### src/rtl/shift_reg_seq.sv
// WIDTH-bit load/shift/rotate register with a self-timed multi-step command sequencer.
// Optional build macro SHIFT_REG_SEQ_ARITH_EN turns mode 010 into an arithmetic right shift.
module shift_reg_seq #(
    parameter int               WIDTH     = 8,
    parameter int               CNT_W     = 4,
    parameter logic [WIDTH-1:0] RESET_VAL = {WIDTH{1'b1}}
) (
    input  logic             i_clk,
    input  logic             i_rst_n,
    input  logic             i_enable,
    input  logic [2:0]       i_mode,
    input  logic             i_inbit,
    input  logic [WIDTH-1:0] i_loadval,
    input  logic             i_start,
    input  logic [CNT_W-1:0] i_count,
    output logic [WIDTH-1:0] o_regval,
    output logic             o_shout,
    output logic             o_busy,
    output logic             o_done
);

    typedef enum logic {IDLE, RUN} state_t;

    state_t           r_state;
    logic [2:0]       r_mode;
    logic             r_inbit;
    logic [CNT_W-1:0] r_rem;
    logic [WIDTH-1:0] r_regval;
    logic             r_shout;
    logic             r_busy;
    logic             r_done;

    logic [2:0]       w_opMode;
    logic             w_opBit;
    logic [WIDTH-1:0] w_nextVal;
    logic             w_nextShout;

    // While a command runs, the latched mode/inbit drive the datapath; live inputs otherwise.
    always_comb begin
        w_opMode    = (r_state == RUN) ? r_mode : i_mode;
        w_opBit     = (r_state == RUN) ? r_inbit : i_inbit;
        w_nextVal   = r_regval;
        w_nextShout = r_shout;
        case (w_opMode)
            3'b000: w_nextVal = i_loadval;
            3'b001: w_nextVal = r_regval;
            3'b010: begin
                w_nextShout = r_regval[0];
`ifdef SHIFT_REG_SEQ_ARITH_EN
                w_nextVal   = {r_regval[WIDTH-1], r_regval[WIDTH-1:1]};
`else
                w_nextVal   = {1'b0, r_regval[WIDTH-1:1]};
`endif
            end
            3'b011: begin
                w_nextShout = r_regval[WIDTH-1];
                w_nextVal   = {r_regval[WIDTH-2:0], 1'b0};
            end
            3'b100: begin
                w_nextShout = r_regval[0];
                w_nextVal   = {w_opBit, r_regval[WIDTH-1:1]};
            end
            3'b101: begin
                w_nextShout = r_regval[WIDTH-1];
                w_nextVal   = {r_regval[WIDTH-2:0], w_opBit};
            end
            3'b110: begin
                w_nextShout = r_regval[0];
                w_nextVal   = {r_regval[0], r_regval[WIDTH-1:1]};
            end
            default: begin
                w_nextShout = r_regval[WIDTH-1];
                w_nextVal   = {r_regval[WIDTH-2:0], r_regval[WIDTH-1]};
            end
        endcase
    end

    // The accepting edge performs the first step, so rem counts only the steps still owed.
    always_ff @(posedge i_clk) begin
        if (!i_rst_n) begin
            r_state  <= IDLE;
            r_mode   <= 3'b000;
            r_inbit  <= 1'b0;
            r_rem    <= '0;
            r_regval <= RESET_VAL;
            r_shout  <= 1'b0;
            r_busy   <= 1'b0;
            r_done   <= 1'b0;
        end else begin
            case (r_state)
                IDLE: begin
                    r_done <= 1'b0;
                    if (i_enable) begin
                        if (i_start) begin
                            r_mode  <= i_mode;
                            r_inbit <= i_inbit;
                            if (i_count == '0) begin
                                r_done <= 1'b1;
                            end else begin
                                r_regval <= w_nextVal;
                                r_shout  <= w_nextShout;
                                if (i_count == CNT_W'(1)) begin
                                    r_done <= 1'b1;
                                end else begin
                                    r_rem   <= i_count - CNT_W'(1);
                                    r_state <= RUN;
                                    r_busy  <= 1'b1;
                                end
                            end
                        end else begin
                            r_regval <= w_nextVal;
                            r_shout  <= w_nextShout;
                        end
                    end
                end
                default: begin
                    if (i_enable) begin
                        r_regval <= w_nextVal;
                        r_shout  <= w_nextShout;
                        if (r_rem == CNT_W'(1)) begin
                            r_rem   <= '0;
                            r_state <= IDLE;
                            r_busy  <= 1'b0;
                            r_done  <= 1'b1;
                        end else begin
                            r_rem <= r_rem - CNT_W'(1);
                        end
                    end
                end
            endcase
        end
    end

    assign o_regval = r_regval;
    assign o_shout  = r_shout;
    assign o_busy   = r_busy;
    assign o_done   = r_done;

endmodule

### config.mk
export PLATFORM = sky130hd
export DESIGN_NAME = shift_reg_seq
export DESIGN_NICKNAME = d
export VERILOG_FILES = /design/src/rtl/shift_reg_seq.sv
export SDC_FILE = /design/constraint.sdc
export NUM_CORES = 1
export LEC_CHECK = 0
export CORE_MARGIN = 4
export CORE_UTILIZATION = 53
export CTS_BUF_LIST = sky130_fd_sc_hd__clkbuf_8 sky130_fd_sc_hd__clkbuf_16
export DETAILED_ROUTE_END_ITERATION = 6
export HOLD_SLACK_MARGIN = 0.1
export PLACE_DENSITY = 0.82
export SLEW_MARGIN = 20
export SYNTH_ARGS = -nofsm -noshare
export SYNTH_HDL_FRONTEND = slang
export SYNTH_SLANG_ARGS = --single-unit
### constraint.sdc
create_clock -name i_clk -period 3.49 [get_ports i_clk]
set_input_delay 0.349 -clock i_clk [delete_from_list [all_inputs] [get_ports i_clk]]
set_output_delay 0.349 -clock i_clk [all_outputs]
set_load 0.01 [all_outputs]
* Word level (Yosys, flattened, before mapping)
Cells that the tools add are included.
** Storage, ports and cells
- Bits in writable memories :: 0
- Flip-flop bits (word level) :: 20
- Bits in read-only memories :: 0
- Output and inout port bits :: 11
- Latch bits :: 0
- Memories kept :: 0
- Bits of input ports :: 20
- Logic and storage cells :: 76
** Operators by class
- Shift-type cells :: 0
- $add $sub $neg :: 2
- Multiply operators :: 0
- Order comparisons :: 0
- Mux-type cells :: 42
- Reduce and logical (&&, ||, !) cells :: 10
- Equality and inequality tests :: 13
- Divide/modulo/power cells :: 0
- Bitwise gates (word level) :: 1
** Operator list (number)
- one-hot mux 8 bit (7 select lines) :: 1
- two-way mux 8 bit :: 5
- two-way mux 4 bit :: 7
- two-way mux 1 bit :: 27
- == test 3 bit, second input constant :: 3
- == test 4 x 1 -> 1 bit, second input constant :: 2
- subtractor 4 x 1 -> 4 bit, second input constant :: 2
- == test 3 x 2 -> 1 bit, second input constant :: 2
- inequality test 2 bit, second input constant :: 3
- AND reduction 5 bit :: 1
- zero test 4 bit :: 1
- AND reduction 2 bit :: 2
- AND reduction 4 bit :: 1
- == test 3 x 1 -> 1 bit, second input constant :: 1
- zero test 3 bit :: 1
- two-way mux 3 bit :: 1
- inequality test 3 bit, second input constant :: 1
- AND reduction 3 bit :: 1
- OR reduction 3 bit :: 1
- inequality test 2 x 1 -> 1 bit, second input constant :: 1
- one-hot mux 1 bit (2 select lines) :: 1
- nonzero test 2 bit :: 1
- OR reduction 2 bit :: 1
- inverter 1 bit :: 1

* Logic depth before layout (Yosys ltp)
- Word-level depth :: 8
- Mapped depth :: 7
- Gate-level depth less buffers :: 7

* Worst setup path before layout
OpenSTA, ideal clock, no wires.
- Path kind :: input to register
- Start point :: in i_count[0]
- End point :: reg r_rem[1]
- Stages on the path :: 7
- Path buffers :: 0
- Arrival :: 1398 ps
- Setup time :: 116 ps
- Path slack :: 1976 ps
- Required time :: 3374 ps
- Path through :: inv_1 -> ha_1 -> nor2_1 -> o31a_1 -> o21ai_1 -> mux2i_1 -> nor2b_1
** On the way
- Word-level cells in the longest chain between the ends :: 6
- Elaborated cells on any way between the ends :: 11
- Classes of those cells :: 1 x add/sub; 3 x eq/ne; 5 x mux; 2 x reduce/logical
** RTL lines
- from (decl) :: line 15 : input logic [CNT_W-1:0] i_count,
- subtractor 4 x 1 -> 4 bit :: line 105 : r_rem <= i_count - CNT_W'(1);
- two-way mux 4 bit :: line 102 : if (i_count == CNT_W'(1)) begin
- two-way mux 4 bit :: line 97 : if (i_count == '0) begin
- two-way mux 4 bit :: line 94 : if (i_start) begin
- two-way mux 4 bit :: line 93 : if (i_enable) begin
- two-way mux 4 bit :: line 90 : case (r_state)
- to (signal assigned) :: line 105
- to (signal assigned) :: line 126 : r_rem <= r_rem - CNT_W'(1);
- to (decl) :: line 27 : logic [CNT_W-1:0] r_rem;
Parallel ways exist; a longest one is shown, timed or not. The select of a mux whose other input is x is not followed.
A chain may end at the register's enable or synchronous reset.

* Final worst setup path
- Start point :: reg r_state
- End point :: reg r_regval[6], in the netlist o_regval[6]
** On the way
- Word-level cells in the longest chain between the ends :: 7
- Elaborated cells on any way between the ends :: 16
- Classes of those cells :: 7 x eq/ne; 7 x mux; 2 x reduce/logical
** RTL lines
- from (decl) :: line 24 : state_t r_state;
- from (signal assigned) :: line 81 : r_state <= IDLE;
- from (signal assigned) :: line 106 : r_state <= RUN;
- from (signal assigned) :: line 122 : r_state <= IDLE;
- two-way mux 3 bit :: line 40 : w_opMode = (r_state == RUN) ? r_mode : i_mode;
- == test 3 bit (tied with other cells) :: line 44 : case (w_opMode)
- one-hot mux 8 bit (7 select lines) :: line 44
- two-way mux 8 bit :: line 97
- two-way mux 8 bit :: line 94
- two-way mux 8 bit :: line 93
- two-way mux 8 bit :: line 90
- to (signal assigned) :: line 100 : r_regval <= w_nextVal;
- to (signal assigned) :: line 111 : r_regval <= w_nextVal;
- to (signal assigned) :: line 118 : r_regval <= w_nextVal;
- to (decl) :: line 28 : logic [WIDTH-1:0] r_regval;
Parallel ways exist; a longest one is shown, timed or not. The select of a mux whose other input is x is not followed.

==> qor.yml <==
status: "complete, no violations"
worst-path-max-fanout: 21
internal-power_w: 0.000494
power_frac_seq_pct: 39.8
n_fill_cell: 184
clkTransAtPathRegs_ps: 80
power.leakage_nw: 0.698
yosys.area_share.adder_pct: 4.88
synth_top_area_cell: "dfxtp_1"
syn_area_um2: 1280
wl_um: 3260
syn_area_per_cell_um2: 8.44
post-route-min-period_ps: 2510
synth-edff-count: 0
skew_ps: 13.1
fmax_mhz: 399
rows: 17
drcViolationCount: 0
worstPathRequired_ps: 3670
worstHoldStart: "r_mode[0]"
gr-total-overflow: 0
routedWlPerCell_um: 15.8
post_cts_resized: 0
gp_congestion: 0.781
place_hpwl_um: 2290
cts_buffer_depth: 2
port-buffer-count: 30
cts.sinks: 20
postCtsSetupBuffers: 0
hold_path.class: "reg -> reg"
swShare_pct: 27.7
cp_data_arrival_time_ps: 2690
synth-xor-area-share_pct: 1.37
holdPathEnd: "r_mode[0]"
dp_slack_ps: 1100
finalHoldViolations: 0
synth_area_leaders: "dfxtp_1 31%, mux2i_1 12%, ha_1 4.9%, a211o_1 4.8%, nand2_1 4.4%"
cts_tree: "built"
chipHeight_um: 57.2
synth_top_family_by_area: "simple AND/OR/NAND/NOR gates"
core_area_um2: 2250
antenna_cells: 0
synthCells: 152
antenna_found_initial: 0
synth_common_cells: "20 x dfxtp_1, 15 x mux2i_1, 15 x nand2_1"
r2r_end: "o_regval[6]"
setup_tns_ps: 0
crit_type: "reg -> reg"
p_clk_share_pct: 34.2
yosys.area_share.simple_pct: 22.6
pin_count: 31
die_x_um: 57.2
fin_nets: 204
switchingPower_w: 0.000189
synth-compound-area-share_pct: 20.5
drv_slew: 0
worst_slew_pin_slew_ps: 994
setup_viol: 0
vias: 1186
grt_pass1_wl_um: 5240
finalCritPeriodShare_pct: 71.9
cts-htree-levels: 1
maxCapViolations: 0
ys_warn_count: 0
syn_nets: 177
synthMuxAreaShare_pct: 12.8
grt_start_max_net_pins: 22
grt_usage_pct: 20.2
worst_skew_pair.late_latency_ps: 270
grt_pass1_vias: 1138
regToRegStartpoint: "r_state"
cts_buffers: 3
power.density_nw_per_um2: 418
ir_drop_mv: 0.365
ys_ff_latch: 20
drive_gt1_share_pct: 5.06
antenna_left: 0
r2r_cells: 4
yosysMostFrequentCell: "dfxtp_1"
hold_depth: 2
slew-limit-headroom_pct: 32.4
rsz0062_at_grt: "no"
start_kind: "flop"
async_flop_share_pct: 0
start_util_pct: 56.9
area_growth_pct: 27.4
reg2reg_slack_ps: 980
synth_ff_type: "dfxtp_1"
post_synth_num_cell_types: 41
cts_hold_buffers: 0
setup_ws_ps: 981
cts_root_buf: "clkbuf_8"
cp-end-kind: "flop"
firstDrtPassIters: 4
comb_power_share_pct: 26.1
via_per_inst: 5.76
synth_top_area_share_pct: 31.2
die-area_um2: 3270
drtIter0Drc: 34
yosysSeqAreaShare_pct: 31.2
==> worst max-delay path by stage <==
stage | from | endpoint | cells past startpoint
after global placement | r_state | o_regval[0] | 4
after global routing | r_state | o_regval[6] | 4
after floorplan | i_count[0] | r_rem[1] | 7
after CTS | r_state | o_regval[6] | 4
final | r_state | o_regval[6] | 4
after detailed placement | r_state | o_regval[6] | 4
==> power by group through the flow <==
| stage | clock network, W | logic [W] | registers [W] |
|---|---|---|---|
| global route | 0.000242 | 0.000195 | 0.000274 |
| finish | 0.000233 | 0.000178 | 0.000272 |
| detailed placement | 0 | 0.000175 | 0.000275 |
| global placement | 0 | 0.000168 | 0.000274 |
| CTS | 0.000236 | 0.000178 | 0.000271 |
| floorplan | 0 | 0.000114 | 0.000272 |
==> per-stage QoR <==
step,power [W],util (%),hold slack (ps),cells,instance area (um2)
after floorplan,0.000386,-,454,152,1280
after global placement,0.000442,69.3,492,202,1560
after detailed placement,0.000450,69.3,502,202,1560
after CTS,0.000685,72.5,517,206,1630
after global routing,0.000711,72.5,524,206,1630
final,0.000683,72.5,505,206,1630
==> registers in the layout, indices dropped and copies added, names as in the netlist <==
register	cells
r_rem	4
o_shout	1
r_inbit	1
o_regval	8
o_busy	1
r_state	1
r_mode	3
o_done	1
==> routing by layer <==
| metal | up-vias | global-route usage, % | part of all wire [%] |
|---|---|---|---|
| li1 | 593 | - | - |
| met5 | - | 0 | 0 |
| met1 | 567 | 24.8 | 44 |
| met3 | 2 | 5.20 | 4.0 |
| met2 | 24 | 35.7 | 52 |
| met4 | 0 | 3.64 | 0.49 |
==> layout by cell type, fill, tap and decap left out, types with 2 or more instances in the layout <==
cell / count
a211o_1: 7
mux2i_1: 15
dfxtp_1: 20
inv_1: 8
nor3_1: 3
nor4b_1: 2
a31oi_1: 2
clkbuf_8: 3
a21oi_1: 5
o31a_1: 2
nand3_1: 10
nand2_1: 15
clkdlybuf4s50_1: 30
nand2b_1: 2
nor2b_1: 7
ha_1: 5
o21ai_1: 4
and3_1: 3
nor2_1: 14
==> final cells by class <==
class                           count  area (um2)  share of cell area (%)
Clock buffer                        3        41.3                    2.53
Timing Repair Buffer               30         300                    18.4
Multi-Input combinational cell    116         797                    48.8
Sequential cell                    20         400                    24.5
Inverter                            8        30.0                    1.84
Tap cell                           28        35.0                    2.14
Clock inverter                      1        30.0                    1.84
==> logic make-up (layout without fill, tap and decap cells) <==
kind of cell / count (synthesis) / in the layout
XOR/XNOR: 2 / 2
flip-flops: 20 / 20
buffers and inverters: 16 / 42
AND/OR/NAND/NOR: 59 / 59
adder cells (fa/ha/maj): 5 / 5
AO/OA/AOI/OAI: 34 / 34
multiplexers: 16 / 16
==> worst max-delay path: stages, from the launching register on <==
cell and delay [ps]:
dfxtp_1 810, mux2i_2 910, o21bai_4 280, a211o_1 310, nand3_1 100
Power figures use the tool's default switching activity.
